===== config.mk =====
export PLATFORM = sky130hd
export DESIGN_NAME = stepper_step_generator_flat
export DESIGN_NICKNAME = d
export VERILOG_FILES = /design/src/rtl/stepper_pkg.sv /design/src/rtl/stepper_step_generator_if.sv /design/src/rtl/step_pulse_timer.sv /design/src/rtl/stepper_step_generator.sv /design/src/flat_wrapper.sv
export SDC_FILE = /design/constraint.sdc
export NUM_CORES = 1
export LEC_CHECK = 0
export BUFFER_PORTS_ARGS = -buffer_cell sky130_fd_sc_hd__buf_2
export CAP_MARGIN = 15
export CORE_UTILIZATION = 50
export DETAILED_ROUTE_END_ITERATION = 6
export GPL_TIMING_DRIVEN = 0
export PLACE_DENSITY_LB_ADDON = 0.08
export SLEW_MARGIN = 10
export SYNTH_ARGS = -nofsm -noshare
export SYNTH_HDL_FRONTEND = slang
export SYNTH_SLANG_ARGS = --single-unit

===== constraint.sdc =====
create_clock -name clk -period 13.6 [get_ports clk]
set_clock_uncertainty 0.1 [all_clocks]
set_input_delay 2.04 -clock clk [delete_from_list [all_inputs] [get_ports clk]]
set_output_delay 2.04 -clock clk [all_outputs]
set_load 0.01 [all_outputs]

===== src/rtl/stepper_pkg.sv =====
// Shared definitions for the stepper step generator.
//   step_state_t : motion profile phase (IDLE, ACCEL, CRUISE, DECEL)
//   DEF_CNT_W    : default width of step count and ramp counters
//   DEF_PER_W    : default width of period values in clk cycles
//   CLK_HZ       : system clock frequency the period values are scaled to
package stepper_pkg;

    localparam int unsigned DEF_CNT_W = 16;
    localparam int unsigned DEF_PER_W = 24;
    localparam int unsigned CLK_HZ    = 12_000_000;

    typedef enum logic [1:0] {
        IDLE   = 2'd0,
        ACCEL  = 2'd1,
        CRUISE = 2'd2,
        DECEL  = 2'd3
    } step_state_t;

endpackage


===== src/rtl/stepper_step_generator_if.sv =====
// Command/status bundle between the Nios-side register block and the
// stepper step generator.
//   master : register block (drives command fields, reads status/pulses)
//   slave  : step generator
// Signals:
//   start, dir_in, steps, start_period, min_period, accel_dec : move command
//   abort                                 : level stop request
//   step_out, direction                   : to the winding sequencer
//   busy, done, remaining                 : move status
interface stepper_step_generator_if
    import stepper_pkg::*;
#(
    parameter int CNT_W = DEF_CNT_W,
    parameter int PER_W = DEF_PER_W
);
    logic             start;
    logic             dir_in;
    logic [CNT_W-1:0] steps;
    logic [PER_W-1:0] start_period;
    logic [PER_W-1:0] min_period;
    logic [PER_W-1:0] accel_dec;
    logic             abort;
    logic             step_out;
    logic             direction;
    logic             busy;
    logic             done;
    logic [CNT_W-1:0] remaining;

    modport master (
        output start, dir_in, steps, start_period, min_period, accel_dec, abort,
        input  step_out, direction, busy, done, remaining
    );

    modport slave (
        input  start, dir_in, steps, start_period, min_period, accel_dec, abort,
        output step_out, direction, busy, done, remaining
    );

endinterface


===== src/rtl/step_pulse_timer.sv =====
// Period down-counter and step pulse stretcher.
//   clk, rst_n  : clock, asynchronous active-low reset
//   load        : load the counter with load_val (start of a move)
//   load_val    : first period minus one
//   run         : counter enabled (move active and more steps scheduled)
//   reload_val  : next period minus one, taken at a step boundary
//   boundary    : step boundary strobe (counter at zero while running)
//   step_out    : step pulse, high for PULSE_W cycles after each boundary
//   pulse_end   : last high cycle of the current step pulse
module step_pulse_timer #(
    parameter int PER_W   = 24,
    parameter int PULSE_W = 100
) (
    input  logic             clk,
    input  logic             rst_n,
    input  logic             load,
    input  logic [PER_W-1:0] load_val,
    input  logic             run,
    input  logic [PER_W-1:0] reload_val,
    output logic             boundary,
    output logic             step_out,
    output logic             pulse_end
);

    localparam int PW_W = (PULSE_W > 1) ? $clog2(PULSE_W) : 1;

    logic [PER_W-1:0] timer;
    logic [PW_W-1:0]  pulse_cnt;
    logic             pulse_q;

    assign boundary  = run && (timer == '0);
    assign pulse_end = pulse_q && (pulse_cnt == '0);
    assign step_out  = pulse_q;

    always_ff @(posedge clk or negedge rst_n) begin
        if (!rst_n) begin
            timer <= '0;
        end else if (load) begin
            timer <= load_val;
        end else if (boundary) begin
            timer <= reload_val;
        end else if (run) begin
            timer <= timer - 1'b1;
        end
    end

    // pulse_cnt holds the high cycles still owed after the current one
    always_ff @(posedge clk or negedge rst_n) begin
        if (!rst_n) begin
            pulse_q   <= 1'b0;
            pulse_cnt <= '0;
        end else if (boundary) begin
            pulse_q   <= 1'b1;
            pulse_cnt <= PW_W'(PULSE_W - 1);
        end else if (pulse_q) begin
            if (pulse_cnt == '0) begin
                pulse_q <= 1'b0;
            end else begin
                pulse_cnt <= pulse_cnt - 1'b1;
            end
        end
    end

endmodule


===== src/rtl/stepper_step_generator.sv =====
// Trapezoidal motion profile step generator for the unipolar stepper drive.
// Converts a move command into a train of PULSE_W-wide step pulses with an
// accelerate / cruise / decelerate period profile.
//   clk, rst_n : clock, asynchronous active-low reset
//   bus        : command/status bundle (slave side)
//                start/dir_in/steps/start_period/min_period/accel_dec in,
//                abort in, step_out/direction/busy/done/remaining out
module stepper_step_generator
    import stepper_pkg::*;
#(
    parameter int CNT_W   = DEF_CNT_W,
    parameter int PER_W   = DEF_PER_W,
    parameter int PULSE_W = 100
) (
    input  logic                     clk,
    input  logic                     rst_n,
    stepper_step_generator_if.slave  bus
);

    // Period may never drop below twice the pulse width so pulses never merge
    localparam logic [PER_W-1:0] PULSE_FLOOR = PER_W'(2 * PULSE_W);

    step_state_t      state, state_n;
    logic             stopping, stopping_n;
    logic [PER_W-1:0] period, period_n;
    logic [PER_W-1:0] pmin_q, pmin_n;
    logic [PER_W-1:0] pstart_q, pstart_n;
    logic [PER_W-1:0] dec_q, dec_n;
    logic [CNT_W-1:0] ramp_cnt, ramp_n;
    logic [CNT_W-1:0] remaining_q, remaining_n;
    logic             direction_q, direction_n;
    logic             done_q, done_n;

    logic [PER_W-1:0] pmin_in, pstart_in;
    logic [PER_W-1:0] accel_period, decel_period;
    logic [PER_W-1:0] load_val, reload_val;
    logic [CNT_W-1:0] ramp_inc, remaining_dec;
    logic             load, run, boundary, pulse_end, step_pulse;

    assign pmin_in   = (bus.min_period > PULSE_FLOOR) ? bus.min_period : PULSE_FLOOR;
    assign pstart_in = (bus.start_period > pmin_in) ? bus.start_period : pmin_in;

    // period always lies in [pmin_q, pstart_q], so these differences cannot wrap
    assign accel_period = ((period - pmin_q) > dec_q) ? (period - dec_q) : pmin_q;
    assign decel_period = ((pstart_q - period) > dec_q) ? (period + dec_q) : pstart_q;

    assign ramp_inc      = ramp_cnt + 1'b1;
    assign remaining_dec = remaining_q - 1'b1;

    // Once the last step has been scheduled the counter freezes until the
    // in-flight pulse has finished and the move is retired.
    assign run = (state != IDLE) && !stopping;

    step_pulse_timer #(
        .PER_W   (PER_W),
        .PULSE_W (PULSE_W)
    ) u_timer (
        .clk        (clk),
        .rst_n      (rst_n),
        .load       (load),
        .load_val   (load_val),
        .run        (run),
        .reload_val (reload_val),
        .boundary   (boundary),
        .step_out   (step_pulse),
        .pulse_end  (pulse_end)
    );

    always_ff @(posedge clk or negedge rst_n) begin
        if (!rst_n) begin
            state       <= IDLE;
            stopping    <= 1'b0;
            period      <= '0;
            pmin_q      <= '0;
            pstart_q    <= '0;
            dec_q       <= '0;
            ramp_cnt    <= '0;
            remaining_q <= '0;
            direction_q <= 1'b0;
            done_q      <= 1'b0;
        end else begin
            state       <= state_n;
            stopping    <= stopping_n;
            period      <= period_n;
            pmin_q      <= pmin_n;
            pstart_q    <= pstart_n;
            dec_q       <= dec_n;
            ramp_cnt    <= ramp_n;
            remaining_q <= remaining_n;
            direction_q <= direction_n;
            done_q      <= done_n;
        end
    end

    always_comb begin
        state_n     = state;
        stopping_n  = stopping;
        period_n    = period;
        pmin_n      = pmin_q;
        pstart_n    = pstart_q;
        dec_n       = dec_q;
        ramp_n      = ramp_cnt;
        remaining_n = remaining_q;
        direction_n = direction_q;
        done_n      = 1'b0;
        load        = 1'b0;
        load_val    = pstart_in - 1'b1;
        reload_val  = '0;

        case (state)
            IDLE: begin
                if (bus.start) begin
                    if (bus.steps != '0) begin
                        state_n     = ACCEL;
                        stopping_n  = 1'b0;
                        direction_n = bus.dir_in;
                        remaining_n = bus.steps;
                        period_n    = pstart_in;
                        pmin_n      = pmin_in;
                        pstart_n    = pstart_in;
                        dec_n       = bus.accel_dec;
                        ramp_n      = '0;
                        load        = 1'b1;
                    end else begin
                        remaining_n = '0;
                        done_n      = 1'b1;
                    end
                end
            end
            default: begin
                if (stopping) begin
                    if (pulse_end) begin
                        state_n    = IDLE;
                        stopping_n = 1'b0;
                        done_n     = 1'b1;
                    end
                end else if (boundary) begin
                    // The step rising at this boundary is always issued;
                    // abort or the last step only prevents further ones.
                    remaining_n = remaining_dec;
                    if ((remaining_dec == '0) || bus.abort) begin
                        stopping_n = 1'b1;
                    end
                    case (state)
                        ACCEL: begin
                            period_n = accel_period;
                            ramp_n   = ramp_inc;
                            if (remaining_dec <= ramp_inc) begin
                                state_n = DECEL;
                            end else if (accel_period == pmin_q) begin
                                state_n = CRUISE;
                            end
                        end
                        CRUISE: begin
                            if (remaining_dec <= ramp_cnt) begin
                                state_n = DECEL;
                            end
                        end
                        DECEL: begin
                            period_n = decel_period;
                            if (ramp_cnt != '0) begin
                                ramp_n = ramp_cnt - 1'b1;
                            end
                        end
                        default: begin
                        end
                    endcase
                end
            end
        endcase

        reload_val = period_n - 1'b1;
    end

    assign bus.step_out  = step_pulse;
    assign bus.direction = direction_q;
    assign bus.busy      = (state != IDLE);
    assign bus.done      = done_q;
    assign bus.remaining = remaining_q;

endmodule

===== src/flat_wrapper.sv =====
// flat-port wrapper written by rule: the top's interface ports become plain ports
module stepper_step_generator_flat import stepper_pkg::*;
#(
    parameter int CNT_W   = DEF_CNT_W,
    parameter int PER_W   = DEF_PER_W,
    parameter int PULSE_W = 100
)
  (clk, rst_n, bus_start, bus_dir_in, bus_steps, bus_start_period, bus_min_period, bus_accel_dec, bus_abort, bus_step_out, bus_direction, bus_busy, bus_done, bus_remaining);
  stepper_step_generator_if #(.CNT_W(CNT_W), .PER_W(PER_W)) bus_i ();
  input  logic clk;
  input  logic rst_n;
  input wire logic [$bits(bus_i.start)-1:0] bus_start;
  input wire logic [$bits(bus_i.dir_in)-1:0] bus_dir_in;
  input wire logic [$bits(bus_i.steps)-1:0] bus_steps;
  input wire logic [$bits(bus_i.start_period)-1:0] bus_start_period;
  input wire logic [$bits(bus_i.min_period)-1:0] bus_min_period;
  input wire logic [$bits(bus_i.accel_dec)-1:0] bus_accel_dec;
  input wire logic [$bits(bus_i.abort)-1:0] bus_abort;
  output wire logic [$bits(bus_i.step_out)-1:0] bus_step_out;
  output wire logic [$bits(bus_i.direction)-1:0] bus_direction;
  output wire logic [$bits(bus_i.busy)-1:0] bus_busy;
  output wire logic [$bits(bus_i.done)-1:0] bus_done;
  output wire logic [$bits(bus_i.remaining)-1:0] bus_remaining;
  assign bus_i.start = bus_start;
  assign bus_i.dir_in = bus_dir_in;
  assign bus_i.steps = bus_steps;
  assign bus_i.start_period = bus_start_period;
  assign bus_i.min_period = bus_min_period;
  assign bus_i.accel_dec = bus_accel_dec;
  assign bus_i.abort = bus_abort;
  assign bus_step_out = bus_i.step_out;
  assign bus_direction = bus_i.direction;
  assign bus_busy = bus_i.busy;
  assign bus_done = bus_i.done;
  assign bus_remaining = bus_i.remaining;
  stepper_step_generator #(.CNT_W(CNT_W), .PER_W(PER_W), .PULSE_W(PULSE_W)) u_core (.clk(clk), .rst_n(rst_n), .bus(bus_i));
endmodule

# After elaboration in Yosys (flattened, before gate mapping)

Index checks and enable logic that the tools add are counted.

Bits in registers: 165
Logic and storage cells: 122

$add $sub $neg: 11
$lt $le $gt $ge: 6
Eq/ne operators: 12
Mux-type cells: 56
Reductions and logical operators: 24

Operators with widths:

| operator              | count |
|---|---|
| $mux 24               | 12 |
| $mux 16               | 11 |
| $gt 24x24->1          | 3 |
| $sub 24x1->24 const B | 3 |
| $sub 24x24->24        | 3 |
| $pmux 24 s2           | 1 |
| $le 16x16->1          | 2 |
| $pmux 16 s2           | 1 |
| $reduce_bool 16->1    | 2 |
| $sub 16x1->16 const B | 2 |
| $add 24x24->24        | 1 |
| $eq 24x24->1          | 1 |
| $gt 24x8->1 const B   | 1 |
| $logic_not 24->1      | 1 |
| $mux 7                | 3 |
| $mux 1                | 18 |
| $mux 2                | 9 |
| $add 16x1->16 const B | 1 |
| $logic_not 16->1      | 1 |
| $reduce_bool 3->1     | 3 |
| $logic_not 7->1       | 1 |
| $reduce_and 7->1      | 1 |
| $sub 7x1->7 const B   | 1 |
| $reduce_and 3->1      | 2 |
| other kinds (17)      | 25 |

# Logic depth before layout (Yosys ltp)

Gate-level depths: netlist of run 1.

Depth after elaboration: 10
Mapped depth: 32
Gate-level depth less buffers: 30

# Hierarchy

A second synthesis of run 1 with hierarchy kept.

Cells, all modules: 2339
Area, all modules: 18335.1 µm²

Modules (own cells, without submodules):

| module                 | times used | cells an instance | area each (µm²) |
|---|---|---|---|
| stepper_step_generator | 1          | 2067              | 15986.6 |
| step_pulse_timer       | 1          | 272               | 2348.5 |

# Worst setup path before layout of run 1

Ideal clock, no wire load.

Path kind: register -> register
Start: register u_core.period[1]
End: register u_core.u_timer.timer[19]
Library setup time: 0.082 ns
Arrival time: 6.480 ns
Required time: 13.418 ns
Path slack: 6.938 ns
Stages on the path, launching flop included: 30
Clock period less this slack: 6.662 ns
Cells stage by stage: dfrtp_1 -> inv_1 -> fa_1 -> a21o_1 -> a21oi_1 -> nand2b_1 -> a21boi_0 -> o22a_1 -> a211oi_1 -> nand4b_1 -> a31oi_1 -> nand4_1 -> nand4b_1 -> o311ai_0 -> xnor2_1 -> ha_1 -> and3_1 -> and3_1 -> a221oi_1 -> nand4_1 -> nand2_2 -> buf_4 -> o21ai_1 -> a211o_1 -> a211oi_1 -> nand4_2 -> or2_2 -> clkbuf_1 -> or4_1 -> a31oi_1

Cells in the longest elaborated chain, start to end: 10
Elaborated cells on any way between the ends: 17
Those cells by class: add/sub: 5; order compare: 2; mux: 10

Ends and longest elaborated chain:

| what                              | RTL line                                                   | source |
|---|---|---|
| from (decl)                       | stepper_step_generator.sv:25                               | `logic [PER_W-1:0] period, period_n;` |
| from (signal assigned)            | stepper_step_generator.sv:84                               | `period <= period_n;` |
| $sub 24x24->24 (on tied branches) | stepper_step_generator.sv:45, stepper_step_generator.sv:44 |  |
| $gt 24x24->1 (on tied branches)   | stepper_step_generator.sv:45, stepper_step_generator.sv:44 |  |
| $mux 24 (on tied branches)        | stepper_step_generator.sv:45, stepper_step_generator.sv:44 |  |
| $pmux 24 s2                       | stepper_step_generator.sv:144                              | `case (state)` |
| $mux 24                           | stepper_step_generator.sv:137                              | `end else if (boundary) begin` |
| $mux 24                           | stepper_step_generator.sv:131                              | `if (stopping) begin` |
| $mux 24 *                         | stepper_step_generator.sv:110                              | `case (state)` |
| $sub 24x1->24 *                   | stepper_step_generator.sv:172                              | `reload_val = period_n - 1'b1;` |
| $mux 24 *                         | step_pulse_timer.sv:40                                     | `end else if (boundary) begin` |
| $mux 24 *                         | step_pulse_timer.sv:38                                     | `end else if (load) begin` |
| to (signal assigned)              | step_pulse_timer.sv:39                                     | `timer <= load_val;` |
| to (signal assigned)              | step_pulse_timer.sv:41                                     | `timer <= reload_val;` |
| to (signal assigned)              | step_pulse_timer.sv:43                                     | `timer <= timer - 1'b1;` |
| to (decl)                         | step_pulse_timer.sv:27                                     | `logic [PER_W-1:0] timer;` |

Mark *: on every way between the ends. The rest lies on a longest branch, timed or not.
A chain may end at the register's enable or synchronous reset.

# Worst setup path in the final report of run 1

Same ends and word-level chain as after synthesis.

==> results of run 1 <==
-- cells by family after synthesis --
logic type                 count (synthesis)
muxes                                     33
DFF                                      165
adders and majority gates                212
xor gates and xnor gates                 139
AOI/OAI and AO/OA                        652
buffers and inverters                    243
and+or+nand+nor                          755
-- sequential cells by signal (all words and copies together) (netlist names) --
| signal | cells |
|---|---|
| u_core.stopping | 1 |
| u_core.u_timer.step_out | 1 |
| u_core.u_timer.pulse_cnt | 7 |
| u_core.bus.direction | 1 |
| u_core.ramp_cnt | 16 |
| u_core.u_timer.timer | 24 |
| u_core.bus.done | 1 |
| u_core.bus.remaining | 16 |
| u_core.pmin_q | 24 |
| u_core.state | 2 |
| u_core.dec_q | 24 |
| u_core.pstart_q | 24 |
| u_core.period | 24 |
-- cell usage in the layout, fill, tap and decap left out, types with 54 or more instances in the layout --
master	Yosys	layout
ha_1	208	208
nand3_1	58	58
a21o_1	54	54
inv_1	157	157
nor3_1	54	54
buf_2	7	118
o21ai_0	158	158
nand2_1	198	198
nor2_1	200	200
a21oi_1	163	163
clkbuf_1	62	63
xnor2_1	104	104
dfrtp_1	165	165
-- worst max-delay path, delay by kind of cell, from the launching register on --
family	cells	cell delay, ps
AOI/OAI and AO/OA	14	3970
and+or+nand+nor	8	3030
buffers and inverters	3	640
adders and majority gates	2	630
DFF	1	590
-- metrics by stage --
stage          utilization, %  setup slack, ps  power, mW  cells  hold slack (ps)
5_1_grt                 56.30             4018      1.093   2793            409.9
4_1_cts                 56.28             4792      1.070   2792            383.0
3_3_place_gp            54.48             4875     0.5680   2759            356.5
3_5_place_dp            54.59             4854     0.5707   2760            363.7
6_report                56.30             4561      1.072   2793            392.8
2_1_floorplan               -             6938     0.5288   2199            349.8
-- power groups by stage --
stage               clock (mW)  sequential (mW)  combinational [mW]
detailed placement           0            0.500              0.0708
finish                   0.510            0.490              0.0718
global route             0.523            0.490              0.0793
floorplan                    0            0.500              0.0288
CTS                      0.509            0.490              0.0711
global placement             0            0.500              0.0680
-- per-layer routing --
layer | track usage [%] | vias up | share of wire, %
met5 | 0 | - | 0
met4 | 12.76 | 0 | 3.1
met3 | 6.083 | 129 | 8.6
met2 | 55.54 | 842 | 43
met1 | 50.76 | 8624 | 45
li1 | - | 8318 | -
-- worst max-delay path by stage --
stage	start	endpoint	slack, ps
final	u_core.period[1]$_DFF_PN0_	u_core.u_timer.timer[19]$_DFFE_PN0P_	4560
after global routing	u_core.period[1]$_DFF_PN0_	u_core.u_timer.timer[23]$_DFFE_PN0P_	4020
after CTS	u_core.period[1]$_DFF_PN0_	u_core.u_timer.timer[23]$_DFFE_PN0P_	4790
after detailed placement	u_core.period[1]$_DFF_PN0_	u_core.u_timer.timer[23]$_DFFE_PN0P_	4850
after global placement	u_core.pmin_q[1]$_DFFE_PN0P_	u_core.u_timer.timer[19]$_DFFE_PN0P_	4870
after floorplan	u_core.period[1]$_DFF_PN0_	u_core.u_timer.timer[19]$_DFFE_PN0P_	6940
-- cell type report --
cell class / count / share of cell area (%)
well taps: 448 / 2.947
clock inverters: 13 / 0.6644
plain buffers: 85 / 1.803
multi-input cells: 1791 / 64.25
flip-flops and latches: 165 / 21.71
repair buffers: 114 / 3.184
inverters: 158 / 3.118
clock buffers: 19 / 2.329
==> metrics.md, run 1 <==
| Metric | Value |
|---|---|
| Status | finished clean |
| Drt wl/cell | 22.87 µm |
| Simple logic cell fraction of the synthesized area | 21.35% |
| TNS Setup | 0 ps |
| Clk buf depth | 2 |
| Hold Crit Class | reg -> reg |
| Row count | 67 |
| Net switching power | 0.2955 mW |
| Max-slew headroom | 28.53% |
| Worst-Margin Slew | 1065 ps |
| Die Area | 0.03532 mm² |
| Nature of the critical path endpoint | register |
| Core Area | 0.03378 mm² |
| Antenna violations before repair | 0 |
| Critical path's slowest cell | nor3_1 |
| Reg area | 0.004129 mm² |
| Routed WL | 63870 µm |
| Remaining Overflow, GRT | 0 |
| YS warnings | 0 |
| Most frequent cells after synthesis | 208 x ha_1, 200 x nor2_1, 198 x nand2_1, 165 x dfrtp_1, 163 x a21oi_1 |
| Post-route cell area | 0.01902 mm² |
| Largest net degree at the start of global routing | 92 |
| Average vias per placed instance | 6.414 |
| Cell variety after synth | 86 |
| Top-area cell type share of the netlist area | 23.89% |
| Post-Syn Area | 0.01728 mm² |
| Diode count | 0 |
| Worst R2R Path Depth | 27 |
| # port buffers | 112 |
| Gr usage total | 36.11% |
| Largest family of logic cells by synthesized area | compound AO/OA/AOI/OAI gates |
| Hold depth | 2 |
| Register bit total from synthesis | 165 |
| Achievable Freq | 110.6 MHz |
| WS Path Type | reg -> reg |
| Sequential area share after synthesis | 23.89% |
| Vias in the first global route | 16830 |
| # fillers | 3249 |
| Synth area leader | dfrtp_1 |
| Period utilization | 66.47% |
| Tmin final | 9039 ps |
| Die Y | 187.9 µm |
| Flop pwr share | 45.7% |
| RSZ-0062 raised after global routing | no |
| Slew Viols, Final | 0 |
| Final hold vios | 0 |
| Most frequent CP cell | o21ai_0 |
| Area grow syn2layout | 10.04% |
| H-tree Lvls | 4 |
| Synthesized area per cell | 7.860 µm² |
| Clk sinks | 165 |
| Min-Delay Endpoint | u_core.bus.direction$_DFFE_PN0P_ |
| Xor/xnor cell area share of the yosys netlist | 7.044% |
| Critical R2R Launch | u_core.period[1]$_DFF_PN0_ |
| Leak | 8.772 nW |
| First-pass GRT wire length | 97810 µm |
| Max cap viols | 0 |
| R2R Setup Slk | 4560 ps |
| Hpwl dp | 51050 µm |
| DP Area | 0.01844 mm² |
| Worst EP required | 13900 ps |
| Worst setup SP type | register |
| Number of synthesized flops with an enable pin | 0 |
| Int Power | 0.7761 mW |
| Hold path start | u_core.bus.direction$_DFFE_PN0P_ |
| Top-count cell post-synth | ha_1 |
| Antenna viol nets, final | 0 |
| # hold bufs at CTS | 0 |
| Width of the die | 187.9 µm |
| Worst vdd ir | 0.00009367 V |
| Global placement routability congestion | 0.9991 |
| CTS tree | built |
| Mux contribution to synthesized area | 1.955% |
| Number of placed I/O pins | 113 |
| # setup viols final | 0 |
| Crit-path max FO | 10 |
| DR DRC count | 0 |
| Clk pin slew, worst setup/hold paths | 80 ps |
| Max incr delay on CP | 760 ps |
| Cells after synthesis | 2199 |
| Starting Density | 51.16% |
| PwrDens | 56.34 mW/mm² |
| Nets@finish | 2637 |
| Multi-input gate area | 0.01222 mm² |
| Sw frac | 27.57% |
| First-pass iteration count of the detailed router | 6 |
| Post-synthesis adder-cell area fraction | 15.52% |
| Worst skew pair latency | 480 ps |
| Top cells by area, synth | dfrtp_1 24%, ha_1 15%, xnor2_1 5.3%, a21oi_1 4.7%, o21ai_0 4.6% |
| Cts repair resizes | 0 |
| Setup repair bufs after CTS | 0 |
| Clock power share | 47.6% |
| Syn_nets | 2504 |
| CTS buffer count | 17 |
| Total number of vias | 17910 |
| Most used DFF post-synth | dfrtp_1 |
| DR iter-0 viols | 1873 |
| Logic pwr share | 6.7% |
| Async S/R FF share, synth | 100.0% |
| Proportion of layout cells with a drive suffix above 1 | 9.041% |
| CP arrival | 9340 ps |
| Root Buffer | clkbuf_16 |
| RR Endpoint | u_core.u_timer.timer[19]$_DFFE_PN0P_ |
| Compound-Gate Fraction of Synth Area | 24.83% |
Note: power is estimated with default switching activity, not from simulation.
==> run 2, diff against run 1 <==
==> constraint.sdc (replaced) <==
create_clock -name clk -period 9.3 [get_ports clk]
set_clock_uncertainty 0.1 [all_clocks]
set_input_delay 1.395 -clock clk [delete_from_list [all_inputs] [get_ports clk]]
set_output_delay 1.395 -clock clk [all_outputs]
set_load 0.01 [all_outputs]
==> run 2 against run 1 <==
Against the previous run: sequential share of layout area is essentially flat; die area is the same; clock-buffer cell count is the same; routed wire length is essentially flat; non-clock buffer count is the same.
==> metrics.md, run 2 (synthesis results as in run 1) <==
| Metric | Value |
|---|---|
| Status | finished clean |
| Hold path start | u_core.bus.direction$_DFFE_PN0P_ |
| Min-Delay Endpoint | u_core.bus.direction$_DFFE_PN0P_ |
| Clk pin slew, worst setup/hold paths | 80 ps |
| H-tree Lvls | 4 |
| Diode count | 0 |
| Met1 wire length | 28790 µm |
| Final core utilization | 56.34% |
| DP Area | 0.01844 mm² |
| Hpwl dp | 51050 µm |
| CP arrival | 9200 ps |
| Remaining Overflow, GRT | 0 |
| Worst vdd ir | 0.0001355 V |
| Period utilization | 95.73% |
| Nets@finish | 2637 |
| Leak | 8.773 nW |
| Area grow syn2layout | 10.12% |
| TNS Setup | 0 ps |
| Slew Viols, Final | 0 |
| Die Area | 0.03532 mm² |
| # setup viols final | 0 |
| Met2 wire length | 27720 µm |
| Average vias per placed instance | 6.412 |
| Global placement routability congestion | 0.9991 |
| Proportion of layout cells with a drive suffix above 1 | 9.168% |
| Non-Filler Instances | 2793 |
| RSZ-0062 raised after global routing | no |
| RR Endpoint | u_core.u_timer.timer[19]$_DFFE_PN0P_ |
| Flop pwr share | 45.8% |
| Top Layer Used | met4 |
| Max-slew headroom | 31.55% |
| Die Y | 187.9 µm |
| Critical R2R Launch | u_core.period[1]$_DFF_PN0_ |
| # port buffers | 112 |
| Number of placed I/O pins | 113 |
| Critical path's slowest cell | a221oi_1 |
| R2R Setup Slk | 400 ps |
| Most frequent cells in the layout | 208 x ha_1, 199 x nor2_1, 198 x nand2_1 |
| Sw frac | 27.45% |
| Hold depth | 2 |
| Row count | 67 |
| Hold Crit Class | reg -> reg |
| Routed WL | 63840 µm |
| Tmin final | 8902 ps |
| Worst skew pair latency | 470 ps |
| Placed cell count | 2760 |
| Final hold vios | 0 |
| Antenna viol nets, final | 0 |
| Metal3 WL | 5328 µm |
| Total number of vias | 17910 |
| Drt wl/cell | 22.86 µm |
| Gr usage total | 36.11% |
| # fillers | 3249 |
| Worst setup SP type | register |
| DR DRC count | 0 |
| DR iter-0 viols | 1927 |
| Int Power | 1.135 mW |
| Setup repair bufs after CTS | 0 |
| Most common cell after layout, fill and taps aside | ha_1 |
| Nature of the critical path endpoint | register |
| Net switching power | 0.4294 mW |
| Achievable Freq | 112.3 MHz |
| PwrDens | 82.19 mW/mm² |
| Logic pwr share | 6.7% |
| First-pass GRT wire length | 97810 µm |
| CTS tree | built |
| Clock power share | 47.5% |
| Max incr delay on CP | 720 ps |
| Cts repair resizes | 0 |
| Clk sinks | 165 |
| WS Path Type | reg -> reg |
| Largest net degree at the start of global routing | 92 |
| Clk buf depth | 2 |
| Max cap viols | 0 |
| Worst R2R Path Depth | 29 |
| Width of the die | 187.9 µm |
| Hold slack final | 392.8 ps |
| Core Area | 0.03378 mm² |
| Vias in the first global route | 16830 |
| First-pass iteration count of the detailed router | 6 |
| Root Buffer | clkbuf_16 |
| CTS buffer count | 17 |
| Worst EP required | 9600 ps |
| Worst-Margin Slew | 1027 ps |
| Antenna violations before repair | 0 |
| Crit-path max FO | 10 |
| Post-route cell area | 0.01903 mm² |
| Starting Density | 51.16% |
| # hold bufs at CTS | 0 |
-- run 2: power by group through the flow --
stage / Clock (mW) / Combinational [mW] / Sequential, mW
after floorplan: 0 / 0.0421 / 0.731
after global placement: 0 / 0.0994 / 0.731
after detailed placement: 0 / 0.104 / 0.731
after CTS: 0.744 / 0.104 / 0.717
after global routing: 0.765 / 0.116 / 0.717
final: 0.743 / 0.105 / 0.717
-- run 2: worst max path at each step --
stage | to | slack, ps | from | depth (start not counted)
after floorplan | u_core.u_timer.timer[19]$_DFFE_PN0P_ | 2640 | u_core.period[1]$_DFF_PN0_ | 29
after global placement | u_core.u_timer.timer[19]$_DFFE_PN0P_ | 570 | u_core.pmin_q[1]$_DFFE_PN0P_ | 28
after detailed placement | u_core.u_timer.timer[23]$_DFFE_PN0P_ | 550 | u_core.period[1]$_DFF_PN0_ | 28
after CTS | u_core.u_timer.timer[23]$_DFFE_PN0P_ | 490 | u_core.period[1]$_DFF_PN0_ | 28
after global routing | u_core.u_timer.timer[19]$_DFFE_PN0P_ | 30 | u_core.period[1]$_DFF_PN0_ | 29
final | u_core.u_timer.timer[19]$_DFFE_PN0P_ | 400 | u_core.period[1]$_DFF_PN0_ | 29
-- run 2: final cells by class --
type,count,area (µm²),share of cell area [%]
inverters,158,593.1,3.116
flip-flops and latches,165,4129,21.69
clock buffers,19,442.9,2.327
multi-input cells,1791,12230,64.27
repair buffers,114,605.6,3.182
plain buffers,85,342.8,1.801
clock inverters,13,126.4,0.6639
well taps,448,560.5,2.945
-- run 2: stage by stage --
stage                     total power [mW]  setup slack (ps)
after floorplan                     0.7733              2638
after global placement              0.8306             574.6
after detailed placement            0.8345             553.5
after CTS                            1.565             492.0
after global routing                 1.598             29.85
final                                1.564             397.5
-- run 2: layer usage --
layer | GRT usage (%) | vias up
li1 | - | 8317
met1 | 50.76 | 8618
met2 | 55.54 | 846
met3 | 6.083 | 127
met4 | 12.76 | 0
met5 | 0 | -
-- run 2: critical path: cells and delay by family (launching register included) --
kind            cells  cell delay [ps]
compound gates     11             3320
simple gates       12             3190
fa+ha+maj           2              730
buf+inv             3              690
flops               1              590
xor+xnor            1              180
==> run 3, diff against run 2 <==
--- a/config.mk
+++ b/config.mk
@@ -7,11 +7,12 @@
 export LEC_CHECK = 0
 export BUFFER_PORTS_ARGS = -buffer_cell sky130_fd_sc_hd__buf_2
 export CAP_MARGIN = 15
-export CORE_UTILIZATION = 50
+export CORE_UTILIZATION = 30
 export DETAILED_ROUTE_END_ITERATION = 6
 export GPL_TIMING_DRIVEN = 0
 export PLACE_DENSITY_LB_ADDON = 0.08
 export SLEW_MARGIN = 10
 export SYNTH_ARGS = -nofsm -noshare
 export SYNTH_HDL_FRONTEND = slang
+export SYNTH_HIERARCHICAL = 1
 export SYNTH_SLANG_ARGS = --single-unit
==> run 3 against run 2 <==
Against the previous run: sequential cell count did not move; via count grew 1.8%; critical path type unchanged; largest cell class unchanged; highest routed layer unchanged; sequential share of layout area is 1.7 points lower; worst hold slack got worse by 21 ps; routed wire length rose by 19%; critical path depth up 4.
==> metrics.md, run 3 <==
| Metric | Value |
|---|---|
| Total number of vias | 18230 |
| First-pass GRT wire length | 114400 µm |
| Hpwl dp | 62220 µm |
| Top cells by area, synth | dfrtp_1 23%, ha_1 14%, xnor2_1 7.0%, nand2_1 5.1%, o21ai_0 4.5% |
| Achievable Freq | 110.7 MHz |
| Worst skew pair latency | 500 ps |
| Remaining Overflow, GRT | 0 |
| WS Path Type | reg -> reg |
| # hold bufs at CTS | 0 |
| # fillers | 6562 |
| Post-Syn Area | 0.01834 mm² |
| Routed WL | 76060 µm |
| Die Y | 249.2 µm |
| Reg area | 0.004130 mm² |
| Most common cell after layout, fill and taps aside | nand2_1 |
| CP endpoint | u_core/u_timer/timer[23]$_DFFE_PN0P_ |
| Width of the die | 249.2 µm |
| Most frequent CP cell | a21oi_1 |
| Largest net degree at the start of global routing | 89 |
| Slew Viols, Final | 0 |
| Antenna viol nets, final | 0 |
| Worst-Margin Slew | 1047 ps |
| CP arrival | 9330 ps |
| Number of placed I/O pins | 113 |
| CTS buffer count | 17 |
| Top-count cell post-synth | nand2_1 |
| Root Buffer | clkbuf_16 |
| Nature of the critical path endpoint | register |
| DR DRC count | 0 |
| Clk buf depth | 2 |
| Pre-CTS setup slack | -453.6 ps |
| Most frequent cells in the layout | 251 x nand2_1, 212 x ha_1, 195 x nor2_1 |
| Max cap viols | 0 |
| Vias in the first global route | 17950 |
| Core Area | 0.06036 mm² |
| Drt wl/cell | 23.28 µm |
| Synthesized area per cell | 7.839 µm² |
| Global placement routability congestion | 0.9042 |
| Gr usage total | 24.44% |
| Register bit total from synthesis | 165 |
| H-tree Lvls | 4 |
| Syn_nets | 2648 |
| # port buffers | 111 |
| Cells after synthesis | 2339 |
| Die Area | 0.06211 mm² |
| Worst EP required | 9590 ps |
| Starting Density | 30.38% |
| Diode count | 0 |
| Multi-input gate area | 0.01326 mm² |
| Most used DFF post-synth | dfrtp_1 |
| Clk pin slew, worst setup/hold paths | 80 ps |
| Worst R2R Path Depth | 33 |
| Tmin final | 9037 ps |
| Most frequent cells after synthesis | 251 x nand2_1, 212 x ha_1, 195 x nor2_1, 166 x inv_1, 166 x o21ai_0 |
| Async S/R FF share, synth | 100.0% |
| Crit-path max FO | 5 |
| Area grow syn2layout | 12.48% |
| Critical R2R Launch | u_core/period[0]$_DFF_PN0_ |
| Final hold vios | 0 |
| Synth area leader | dfrtp_1 |
| Proportion of layout cells with a drive suffix above 1 | 9.296% |
| Worst setup SP type | register |
| TNS Setup | 0 ps |
| Status | finished clean |
| Post-route worst setup slack | 263.4 ps |
| # setup viols final | 0 |
| Average vias per placed instance | 5.579 |
| First-pass iteration count of the detailed router | 7 |
| Antenna violations before repair | 0 |
| Critical path's slowest cell | or4_4 |
| YS warnings | 6 |
| Max-slew headroom | 30.19% |
| Number of synthesized flops with an enable pin | 0 |
| Period utilization | 97.17% |
| Sequential area share after synthesis | 22.52% |
| Nets@finish | 2782 |
| R2R Setup Slk | 260 ps |
| Clk sinks | 165 |
| Hold Crit Class | reg -> reg |
| Top-area cell type share of the netlist area | 22.52% |
| Max incr delay on CP | 550 ps |
| DR iter-0 viols | 1348 |
| Row count | 90 |
| CP startpoint | u_core/period[0]$_DFF_PN0_ |
| CTS tree | built |
| Cell variety after synth | 101 |
| RR Endpoint | u_core/u_timer/timer[23]$_DFFE_PN0P_ |
run 3: cell types whose count changed in the layout (fill, tap and decap cells not counted), sizes merged, moves of 15 or more:
cell / change
nand2: +52
a21oi: -21
xnor2: +43
xor2: +17
nor3: +16
and3: +15
o21ai: +19
run 3: cells by family (layout without fill, tap and decap cells):
logic type / Yosys count / in the layout / synth area share [%]
AO/OA/AOI/OAI: 630 / 630 / 22.49
XOR/XNOR: 200 / 200 / 9.629
adder cells (fa/ha/maj): 216 / 216 / 14.90
buffers and inverters: 254 / 400 / 5.712
flip-flops: 165 / 165 / 22.52
multiplexers: 38 / 38 / 2.095
AND/OR/NAND/NOR: 836 / 836 / 22.66
run 3: repair_timing:
item | in CTS | in global routing
setup buffers | 0 | 2
endpoints found under the setup margin | 6 | 6
pin swaps | 0 | 3
cloned | 0 | 0
gates resized for setup | 7 | 17
endpoints found under the hold margin | 0 | 0
run 3: stage by stage:
step	hold slack, ps	instance area [µm²]	cells	utilization (%)
after global routing	406.1	20620	3267	34.17
after global placement	360.7	19870	3232	32.92
after CTS	374.8	20520	3266	34.01
final	372.2	20620	3267	34.17
after detailed placement	356.5	19920	3235	33.01
after floorplan	371.2	18340	2339	-
run 3: how the worst min path moves through the flow:
| stage | start | end | slack (ps) | depth (start not counted) |
|---|---|---|---|---|
| 6_report | u_core/bus.direction$_DFFE_PN0P_ | u_core/bus.direction$_DFFE_PN0P_ | 370 | 2 |
| 3_5_place_dp | u_core/bus.direction$_DFFE_PN0P_ | u_core/bus.direction$_DFFE_PN0P_ | 360 | 2 |
| 2_1_floorplan | u_core/pmin_q[5]$_DFFE_PN0P_ | u_core/pmin_q[5]$_DFFE_PN0P_ | 370 | 2 |
| 5_1_grt | u_core/bus.direction$_DFFE_PN0P_ | u_core/bus.direction$_DFFE_PN0P_ | 410 | 2 |
| 4_1_cts | u_core/bus.direction$_DFFE_PN0P_ | u_core/bus.direction$_DFFE_PN0P_ | 370 | 2 |
| 3_3_place_gp | u_core/bus.direction$_DFFE_PN0P_ | u_core/bus.direction$_DFFE_PN0P_ | 360 | 2 |
run 3: critical path: cells and delay by family, from the launching register on:
kind / cells / cell delay, ps
AND/OR/NAND/NOR: 10 / 3360
AO/OA/AOI/OAI: 14 / 3010
adder cells (fa/ha/maj): 3 / 850
XOR/XNOR: 2 / 540
flip-flops: 1 / 450
buffers and inverters: 3 / 370
multiplexers: 1 / 220
run 3: layout make-up:
cell class,instances,area share (%)
timing repair buffer,116,3.027
multi-input combinational,1920,64.31
clock buffer,17,2.063
inverter,166,3.021
tap,782,4.744
buffer,87,2.063
clock inverter,14,0.7402
sequential,165,20.03
run 3: routing by layer:
layer / GRT usage [%] / up-vias / wire (µm)
li1: - / 8727 / -
met1: 33.53 / 8950 / 35850
met2: 40.44 / 470 / 35520
met3: 2.518 / 78 / 2987
met4: 6.878 / 0 / 1700
met5: 0 / - / 0
Power of run 3 is not shown: default switching activity piles up to over one toggle a cycle in this logic, so the estimate is an artifact.
